===== config.mk =====
export PLATFORM = sky130hd
export DESIGN_NAME = tnn_neuron_seq
export DESIGN_NICKNAME = d
export VERILOG_FILES = /design/src/rtl/tnn_neuron_seq.sv
export SDC_FILE = /design/constraint.sdc
export NUM_CORES = 1
export LEC_CHECK = 0
export CAP_MARGIN = 15
export CELL_PAD_IN_SITES_DETAIL_PLACEMENT = 0
export CELL_PAD_IN_SITES_GLOBAL_PLACEMENT = 1
export CORE_ASPECT_RATIO = 1.2
export CORE_UTILIZATION = 54
export DETAILED_ROUTE_END_ITERATION = 10
export DONT_BUFFER_PORTS = 1
export HOLD_SLACK_MARGIN = 0.03
export MAX_ROUTING_LAYER = met4
export PLACE_DENSITY = 0.85
export SYNTH_ARGS = -nofsm -noshare
export SYNTH_HDL_FRONTEND = slang
export SYNTH_SLANG_ARGS = --single-unit
export TNS_END_PERCENT = 100

===== constraint.sdc =====
create_clock -name clk -period 3.8 [get_ports clk]
set_input_delay 0.95 -clock clk [delete_from_list [all_inputs] [get_ports clk]]
set_output_delay 0.95 -clock clk [all_outputs]
set_load 0.01 [all_outputs]

===== src/rtl/tnn_neuron_seq.sv =====
// tnn_neuron_seq: sequential threshold neuron.
// A captured vector of N_IN unsigned activations is folded one input per cycle
// into a positive or a negative sum (chosen by POS_MASK). The neuron then fires
// when the positive sum exceeds the negative sum plus THRESH.
// A single adder path is reused for every input, trading latency for area.
module tnn_neuron_seq #(
  parameter int unsigned       N_IN     = 5,
  parameter int unsigned       IN_W     = 2,
  parameter logic [N_IN-1:0]   POS_MASK = 5'b01010,
  parameter int unsigned       THRESH   = 0,
  localparam int unsigned      ACC_W    = IN_W + $clog2(N_IN + 1)
) (
  input  logic                 clk,
  input  logic                 rst_n,
  input  logic                 in_valid,
  output logic                 in_ready,
  input  logic [N_IN*IN_W-1:0] in_data,
  output logic                 out_valid,
  input  logic                 out_ready,
  output logic                 out_bit,
  output logic [ACC_W-1:0]     out_pos,
  output logic [ACC_W-1:0]     out_neg
);

  localparam int unsigned        IDX_W    = $clog2(N_IN);
  localparam logic [IDX_W-1:0]   LAST_IDX = IDX_W'(N_IN - 1);
  // Bias is pre-extended by one bit so neg + THRESH can never wrap in the compare.
  localparam logic [ACC_W:0]     THRESH_X = {1'b0, ACC_W'(THRESH)};

  typedef enum logic [1:0] {
    IDLE  = 2'd0,
    ACCUM = 2'd1,
    CMP   = 2'd2,
    OUT   = 2'd3
  } state_t;

  state_t                 state;
  logic [N_IN*IN_W-1:0]   shadow;
  logic [IDX_W-1:0]       idx;
  logic [ACC_W-1:0]       pos_acc;
  logic [ACC_W-1:0]       neg_acc;
  logic [IN_W-1:0]        cur_in;
  logic [ACC_W-1:0]       cur_ext;

  // Handshake flags are plain state decodes; everything else is registered.
  assign in_ready  = (state == IDLE);
  assign out_valid = (state == OUT);

  // Pick the input addressed by idx from the captured vector and zero-extend it.
  assign cur_in  = shadow[idx*IN_W +: IN_W];
  assign cur_ext = ACC_W'(cur_in);

  // Main FSM: capture, serial accumulate, compare, then hold the result until taken.
  always_ff @(posedge clk or negedge rst_n) begin
    if (!rst_n) begin
      state   <= IDLE;
      shadow  <= '0;
      idx     <= '0;
      pos_acc <= '0;
      neg_acc <= '0;
      out_bit <= 1'b0;
      out_pos <= '0;
      out_neg <= '0;
    end else begin
      case (state)
        IDLE: begin
          if (in_valid) begin
            shadow  <= in_data;
            pos_acc <= '0;
            neg_acc <= '0;
            idx     <= '0;
            state   <= ACCUM;
          end
        end
        ACCUM: begin
          if (POS_MASK[idx]) begin
            pos_acc <= pos_acc + cur_ext;
          end else begin
            neg_acc <= neg_acc + cur_ext;
          end
          if (idx == LAST_IDX) begin
            idx   <= '0;
            state <= CMP;
          end else begin
            idx <= idx + 1'b1;
          end
        end
        CMP: begin
          out_bit <= ({1'b0, pos_acc} > ({1'b0, neg_acc} + THRESH_X));
          out_pos <= pos_acc;
          out_neg <= neg_acc;
          state   <= OUT;
        end
        OUT: begin
          if (out_ready) begin
            state <= IDLE;
          end
        end
        default: begin
          state <= IDLE;
        end
      endcase
    end
  end

endmodule


# --- Yosys cells after proc, flatten, opt, wreduce, memory -nomap -nowiden ---
# Memories as Yosys holds them, arrays and structs flattened.
# Cells that the tools add are included.
# W data, S select, Z words.
classes:
  order_cmp: 2
  n_div: 0
  add_sub_neg: 3
  n_eq_ne: 9
  mul: 0
  shift: 1
  n_bitwise: 0
  n_reduce_logical: 7
  n_mux: 13
op_table:
  columns: ["cell", "count"]
  rows:
  - ["$pmux W5 S2", 2]
  - ["$mux W5", 3]
  - ["$add A5 B2 Y5", 2]
  - ["$shiftx A10 B5 Y2", 1]
  - ["$reduce_and A3 Y1", 3]
  - ["$ne A2 B2 Y1 const B", 4]
  - ["$pmux W2 S4", 1]
  - ["$mux W2", 3]
  - ["$mux W3", 2]
  - ["$pmux W3 S2", 1]
  - ["$gt A5 B5 Y1", 1]
  - ["$eq A2 B2 Y1 const B", 2]
  - ["$lt A3 B4 Y1 const B", 1]
  - ["$reduce_and A2 Y1", 2]
  - ["$add A3 B1 Y3 const B", 1]
  - ["$eq A3 B3 Y1 const B", 1]
  - ["$eq A2 B1 Y1 const B", 1]
  - ["$logic_not A2 Y1", 1]
  - ["$ne A2 B1 Y1 const B", 1]
  - ["$reduce_bool A2 Y1", 1]
  - ["$mux W1", 1]
totals:
  input_bits: 14
  romBits: 8
  n_memories: 1
  regBits: 36
  latchBits: 0
  word_cells: 44
  out_inout_bits: 13
  mem_bits_rw: 0
memory_table:
  columns: ["memory", "words", "word_bits", "rd", "rd_ports_with_merged_regs", "wr", "line_no", "rtl"]
  rows:
  - ["(no name shown)", 8, 1, 1, 0, 0, "76", "if (POS_MASK[idx]) begin"]

# --- Depth between registers and ports, before layout ---
# Gate-level depths: netlist of the first run.
logic_depth:
  word_depth: 4
  depth_mapped: 11
  depth_no_buf: 10

# --- Worst setup path before layout of the first run ---
# No wires, ideal clock.
synth_timing:
  path_type: "register to register"
  from: "reg idx[0]"
  to: "reg neg_acc[2]"
  setup_time_ns: 0.066
  synth_period_minus_slack_ns: 2.428
  stages_incl_launch_ff: 11
  slack_ns: 1.372
  arrival_ns: 2.362
  t_required_ns: 3.734
  n_path_buf: 1
  cell_sequence: "dfrtp_1 > buf_6 > mux4_1 > inv_1 > o21ai_0 > ha_1 > inv_1 > fa_1 > or4_1 > nand2_1 > a22o_1"
synth_via:
  elab_chain_cells: 4
  elab_cells_between_ends: 8
  cone_classes: "add/sub (1); eq/ne (1); shift (1); mux (3); reduce/logical (1); memory (1)"
synth_lines:
  columns: ["element", "line_no", "rtl"]
  rows:
  - ["from (decl)", "39", "logic [IDX_W-1:0] idx;"]
  - ["from (signal assigned)", "85", "idx <= idx + 1'b1;"]
  - ["$shiftx A10 B5 Y2 / $mem_v2 Z8 W1 (equally long branches)", null, null]
  - ["$add A5 B2 Y5 / $mux W1 (equally long branches)", "79, 76", null]
  - ["$mux W5 / $ne A2 B2 Y1 (equally long branches)", null, null]
  - ["$pmux W5 S2 / $reduce_and A3 Y1 (equally long branches)", null, null]
  - ["to (signal assigned)", "79", "neg_acc <= neg_acc + cur_ext;"]
  - ["to (decl)", "41", "logic [ACC_W-1:0] neg_acc;"]
# Several ways; a longest one is shown, not always the timed one. The select of a mux whose other input is x is not followed.
# A chain may end at the register's enable or synchronous reset.

# --- Final worst setup path of the first run ---
layout_timing:
  from: "reg idx[0]"
  to: "reg pos_acc[2]"
layout_via:
  elab_chain_cells: 4
  elab_cells_between_ends: 8
  cone_classes: "add/sub (1); eq/ne (1); shift (1); mux (3); reduce/logical (1); memory (1)"
layout_lines:
  columns: ["element", "line_no", "rtl"]
  rows:
  - ["$shiftx A10 B5 Y2 / $mem_v2 Z8 W1 (equally long branches)", null, null]
  - ["$add A5 B2 Y5 / $mux W1 (equally long branches)", "77, 76", null]
  - ["$mux W5 / $ne A2 B2 Y1 (equally long branches)", null, null]
  - ["$pmux W5 S2 / $reduce_and A3 Y1 (equally long branches)", null, null]
  - ["to (signal assigned)", "77", "pos_acc <= pos_acc + cur_ext;"]
  - ["to (decl)", "40", "logic [ACC_W-1:0] pos_acc;"]
# Several ways; a longest one is shown, not always the timed one. The select of a mux whose other input is x is not followed.

==> results of run 1 <==
==> path summary, 6_finish.rpt <==
check | from | end | slack (ns) | depth (start not counted)
max | idx[0]$_DFFE_PN0P_ | pos_acc[2]$_DFFE_PN0P_ | 1.11 | 9
min | rst_n | out_pos[0]$_DFFE_PN0P_ | 0.34 | 0
max reg2reg | idx[0]$_DFFE_PN0P_ | pos_acc[2]$_DFFE_PN0P_ | 1.11 | 9
min reg2reg | shadow[4]$_DFFE_PN0P_ | shadow[4]$_DFFE_PN0P_ | 0.51 | 1
max in group asynchronous | rst_n | pos_acc[4]$_DFFE_PN0P_ | 3.37 | 0
min in group clk | shadow[4]$_DFFE_PN0P_ | shadow[4]$_DFFE_PN0P_ | 0.51 | 1
==> state kept, by name, indices dropped and copies added, names as in the netlist <==
register  count
out_pos       5
out_neg       5
state         2
shadow       10
out_bit       1
idx           3
pos_acc       5
neg_acc       5
==> synth_stat cells, types with 2 or more instances <==
master	count	area [µm²]
fa_1	2	40.0
o22ai_1	3	18.8
a21oi_1	3	15.0
o21ai_0	6	30.0
buf_6	3	33.8
nand3_1	7	35.0
dfrtp_1	36	901
nand2_1	12	45.0
mux2_2	21	236
xnor2_1	4	35.0
a211oi_2	2	25.0
ha_1	15	188
a21o_1	2	15.0
nand3b_1	2	15.0
nand2b_1	2	12.5
nor2_1	8	30.0
buf_2	2	10.0
a22o_1	7	61.3
mux4_1	2	52.6
or4_1	2	15.0
inv_1	19	71.3
==> worst max-delay path: stages (launching register included) <==
cell	delay, ns
dfrtp_1	0.50
mux4_1	0.38
inv_1	0.03
o21ai_0	0.27
ha_1	0.23
inv_1	0.05
fa_1	0.41
or4_1	0.55
nand2_1	0.08
a22o_1	0.11
==> metal layers <==
| metal | wire length (µm) | track usage | part of all wire |
|---|---|---|---|
| met5 | 0 | - | 0 |
| met4 | 67 | 0.0714 | 0.018 |
| met2 | 1860 | 0.341 | 0.51 |
| met1 | 1580 | 0.263 | 0.43 |
| met3 | 129 | 0.0597 | 0.035 |
==> cell type report <==
type | instances | area [µm²]
well taps | 52 | 65.1
inverters | 19 | 71.3
repair buffers | 1 | 7.51
clock buffers | 5 | 68.8
fillers | 316 | 1470
clock inverters | 3 | 42.5
multi-input cells | 112 | 1010
flip-flops and latches | 36 | 901
==> report_power, final <==
| part | switching (µW) | internal, µW | leakage, µW | total [µW] |
|---|---|---|---|---|
| sequential | 152 | 529 | 0.000464 | 681 |
| clock | 142 | 194 | 0.0000541 | 336 |
| combinational | 435 | 416 | 0.000469 | 851 |
==> stage by stage <==
step           setup WS, ns  power [µW]
2_1_floorplan          1.37        1390
3_3_place_gp           1.25        1520
3_5_place_dp           1.17        1540
4_1_cts                1.10        1890
5_1_grt               0.927        2030
6_report               1.11        1870
==> logic make-up after synthesis <==
group / after synthesis / share of synthesized area
AO/OA/AOI/OAI: 30 / 0.125
XOR/XNOR: 4 / 0.0172
adder cells (fa/ha/maj): 17 / 0.112
buffers and inverters: 27 / 0.0638
flip-flops: 36 / 0.442
multiplexers: 24 / 0.147
AND/OR/NAND/NOR: 37 / 0.0945
==> metrics.yaml, run 1 <==
clock_network:
  cts_root_buffer: "clkbuf_8"
  cts_buffers: 5
  cts_tree: "built"
  clock_sinks: 36
  clk_pin_slew_worst_paths_ns: 0.07
  clk_latency_ns: 0.29
  cts_setup_buffers: 0
  h-tree-depth: 2
  clk_path_buf_depth: 2
  cts_resized: 0
  cts-hold-fix-buffers: 0
die:
  die_h_um: 69.3
  pin_count: 27
  dieArea_um2: 4030
  core_area_um2: 3630
  die_x_um: 58.1
  initial_core_util: 0.561
  rows: 24
routing:
  dr.pass1.iters: 4
  drc: 0
  drt_iter0_markers: 27
  vias: 1297
  antenna_left: 0
  wl_per_cell_um: 16.0
  via_per_inst: 5.69
  drt-total-wl_mm: 3.64
placement:
  io_buffers: 0
  dp.cells: 220
  dp_hpwl_mm: 2.67
  placed_cell_area_um2: 2050
  place_congestion: 0.878
critical_path:
  cp_max_fo: 9
  cp-end-kind: "flop"
  start_kind: "flop"
  cp_data_arrival_time_ns: 2.92
  crit_type: "flop to flop"
  cp.required_ns: 4.03
cells_and_area:
  stdcell_count: 228
  final_common_cell: "dfrtp_1"
  drive_gt1_frac: 0.205
  final_util: 0.596
  fin_nets: 206
  syn_to_final_growth_pct: 6.14
  final_area_um2: 2160
  num_antenna_cells: 0
  final_cell_mix: "36 x dfrtp_1, 21 x mux2_2, 19 x inv_1, 15 x ha_1, 12 x nand2_1"
yosys:
  netlist_area_um2: 2040
  synth-edff-count: 0
  syn_nets: 206
  yosysWarnings: 0
  avgSynthCellArea_um2: 11.7
  ys_seq_area_frac: 0.442
  synth-main-ff-cell: "dfrtp_1"
  synthCells: 175
  ys_seq_elements: 36
  synth_cell_types: 36
  async_reset_ff_frac: 1.00
timing:
  hold_viol: 0
  max_freq_ghz: 0.371
  setup_viol: 0
  maxSlewHeadroom: 0.499
  hold_slack_ns: 0.341
  slew_viol_final: 0
  rsz0062_at_grt: "no"
  finalCriticalPeriod_ns: 2.69
  worst_pin_slew_ns: 0.752
  skew_ns: 0.00522
  fin_tns_setup_ns: 0
  post-route-period-util: 0.708
status:
  outcome: "finished, final reports clean"
pwr:
  leakage_uw: 0.000988
  irDropWorstVdd_mv: 0.411
  p_per_area_nw_per_um2: 863
global_route:
  grt_pass1_vias: 1318
  grt_max_degree: 37
  grt_pass1_wl_mm: 6.26
  grt-ovfl-total: 0
  antenna_found_initial: 0
  grt.total_usage: 0.215
job:
  maxCapViolCount: 0
min_path:
  hold_class: "primary input to async pin"
No activity file was read; power rests on OpenSTA's default activity.
==> inputs of run 2 (changes only) <==
- CORE_UTILIZATION: 54 -> 50
- PLACE_DENSITY: 0.85 -> 0.79
- clock period: 3.8 -> 2.5 ns (I/O delays scaled with it)
==> metrics.yaml, run 2 (synthesis gave the netlist of run 1 again) <==
pwr:
  irDropWorstVdd_mv: 0.700
  pwr-share-clk: 0.149
  p_per_area_nw_per_um2: 1290
  p_int_uw: 1700
  leakage_uw: 0.00101
  comb_power_share: 0.488
  p_switching_uw: 1120
  pwr-share-seq: 0.363
  swShare: 0.396
routing:
  drc: 0
  vias: 1320
  wl_per_cell_um: 15.8
  drt_iter0_markers: 29
  dr.pass1.iters: 4
  antenna_left: 0
  via_per_inst: 5.64
  drt-total-wl_mm: 3.70
critical_path:
  cp_max_fo: 6
  path_buf_inv: 2
  crit_type: "flop to flop"
  reg2regPathDepth: 10
  slowest_stage: "or4_1"
  critical_path_depth: 10
  cp_slowest_stage_delay_ns: 0.53
  start_kind: "flop"
  cp.required_ns: 2.73
  path_cells: "buf_4 -> nor2_1 -> nand3_1 -> o21ai_2 -> ha_1 -> inv_1 -> fa_1 -> or4_1 -> nand2_1 -> a22o_1"
  critPathTopFamily: "simple AND/OR/NAND/NOR gates"
  cp-end-kind: "flop"
  cp_data_arrival_time_ns: 2.59
timing:
  slew_viol_final: 0
  fin_tns_setup_ns: 0
  post-route-period-util: 0.944
  finalCriticalPeriod_ns: 2.36
  max_freq_ghz: 0.424
  worst_pin_slew_ns: 0.578
  setup_viol: 0
  maxSlewHeadroom: 0.615
  skew_ns: 0.00472
  rsz0062_at_grt: "no"
  hold_viol: 0
  hold_slack_ns: 0.168
  worst_slack_ns: 0.140
cells_and_area:
  final_cell_mix: "36 x dfrtp_1, 21 x mux2_2, 19 x inv_1, 15 x ha_1, 12 x nand2_1"
  fin_nets: 210
  num_antenna_cells: 0
  largest_reg_flops: 10
  top_register: "shadow"
  final_util: 0.561
  syn_to_final_growth_pct: 7.48
  final_common_cell: "dfrtp_1"
  drive_gt1_frac: 0.217
  fillerInstances: 356
clock_network:
  clk_pin_slew_worst_paths_ns: 0.07
  cts_buffers: 5
  cts_tree: "built"
  clk_path_buf_depth: 2
  clock_sinks: 36
  cts_root_buffer: "clkbuf_8"
  h-tree-depth: 2
  clk_latency_ns: 0.28
placement:
  place_ws_ns: 0.0249
  place_congestion: 0.878
  io_buffers: 0
  dp_hpwl_mm: 2.76
global_route:
  grt_max_degree: 37
  antenna_found_initial: 0
  grt-ovfl-total: 0
  grt_pass1_wl_mm: 6.24
  grt_pass1_vias: 1317
  grt.total_usage: 0.200
die:
  dieArea_um2: 4340
  die_h_um: 72.0
  die_x_um: 60.3
  rows: 25
  pin_count: 27
  initial_core_util: 0.522
  core_area_um2: 3910
status:
  outcome: "finished, final reports clean"
job:
  maxCapViolCount: 0
min_path:
  hold_class: "primary input to async pin"
[run 2: area by class of cell]
cell class / instances / area (µm²) / share of cell area
clock buffers: 8 / 90.1 / 0.0411
inverters: 19 / 71.3 / 0.0325
multi-input cells: 112 / 1010 / 0.462
flip-flops and latches: 36 / 901 / 0.411
well taps: 54 / 67.6 / 0.0308
repair buffers: 5 / 50.0 / 0.0228
[run 2: repair_timing]
action                                  CTS  global route
buffers inserted                          0             0
hold buffers                              1             0
endpoints found under the setup margin    0             4
gates resized for setup                   0             2
hold endpoints to repair                 36             0
[run 2: routing by layer]
| layer | track usage | vias to the layer above | routed length (µm) |
|---|---|---|---|
| li1 | - | 628 | - |
| met1 | 0.246 | 642 | 1590 |
| met2 | 0.308 | 40 | 1830 |
| met3 | 0.0606 | 10 | 202 |
| met4 | 0.0749 | 0 | 80 |
| met5 | - | - | 0 |
[run 2: stage by stage]
step / total power, µW / cells / cell area (µm²)
4_1_cts: 2840 / 234 / 2190
3_3_place_gp: 2330 / 225 / 2080
3_5_place_dp: 2400 / 225 / 2080
5_1_grt: 3070 / 234 / 2190
6_report: 2820 / 234 / 2190
2_1_floorplan: 2120 / 175 / 2040
[run 2: power groups by stage]
stage / combinational [µW] / sequential, µW / clock, µW
3_5_place_dp: 1360 / 1040 / 0
2_1_floorplan: 1170 / 953 / 0
3_3_place_gp: 1320 / 1020 / 0
5_1_grt: 1550 / 1060 / 462
6_report: 1380 / 1030 / 420
4_1_cts: 1380 / 1030 / 432
[run 2: worst reg2reg max path: cells and delay by family, from the launching register on]
family / cells / cell delay (ns)
and+or+nand+nor: 4 / 0.87
buffers and inverters: 2 / 0.24
AOI/OAI and AO/OA: 2 / 0.21
adders and majority gates: 2 / 0.59
DFF: 1 / 0.42
[run 2: final timing paths]
check,startpoint,to,slack (ns)
max,idx[0]$_DFFE_PN0P_,neg_acc[2]$_DFFE_PN0P_,0.14
min,rst_n,out_neg[2]$_DFFE_PN0P_,0.17
max reg2reg,idx[0]$_DFFE_PN0P_,neg_acc[2]$_DFFE_PN0P_,0.14
min reg2reg,shadow[0]$_DFFE_PN0P_,shadow[0]$_DFFE_PN0P_,0.51
max in group asynchronous,rst_n,shadow[3]$_DFFE_PN0P_,2.15
min in group clk,in_data[9],shadow[9]$_DFFE_PN0P_,0.49
==> inputs of run 3 (changes only) <==
- CAP_MARGIN: 15 -> 20
==> results of run 3 <==
No change in the layout: final DEF, timing and power equal those of run 2.
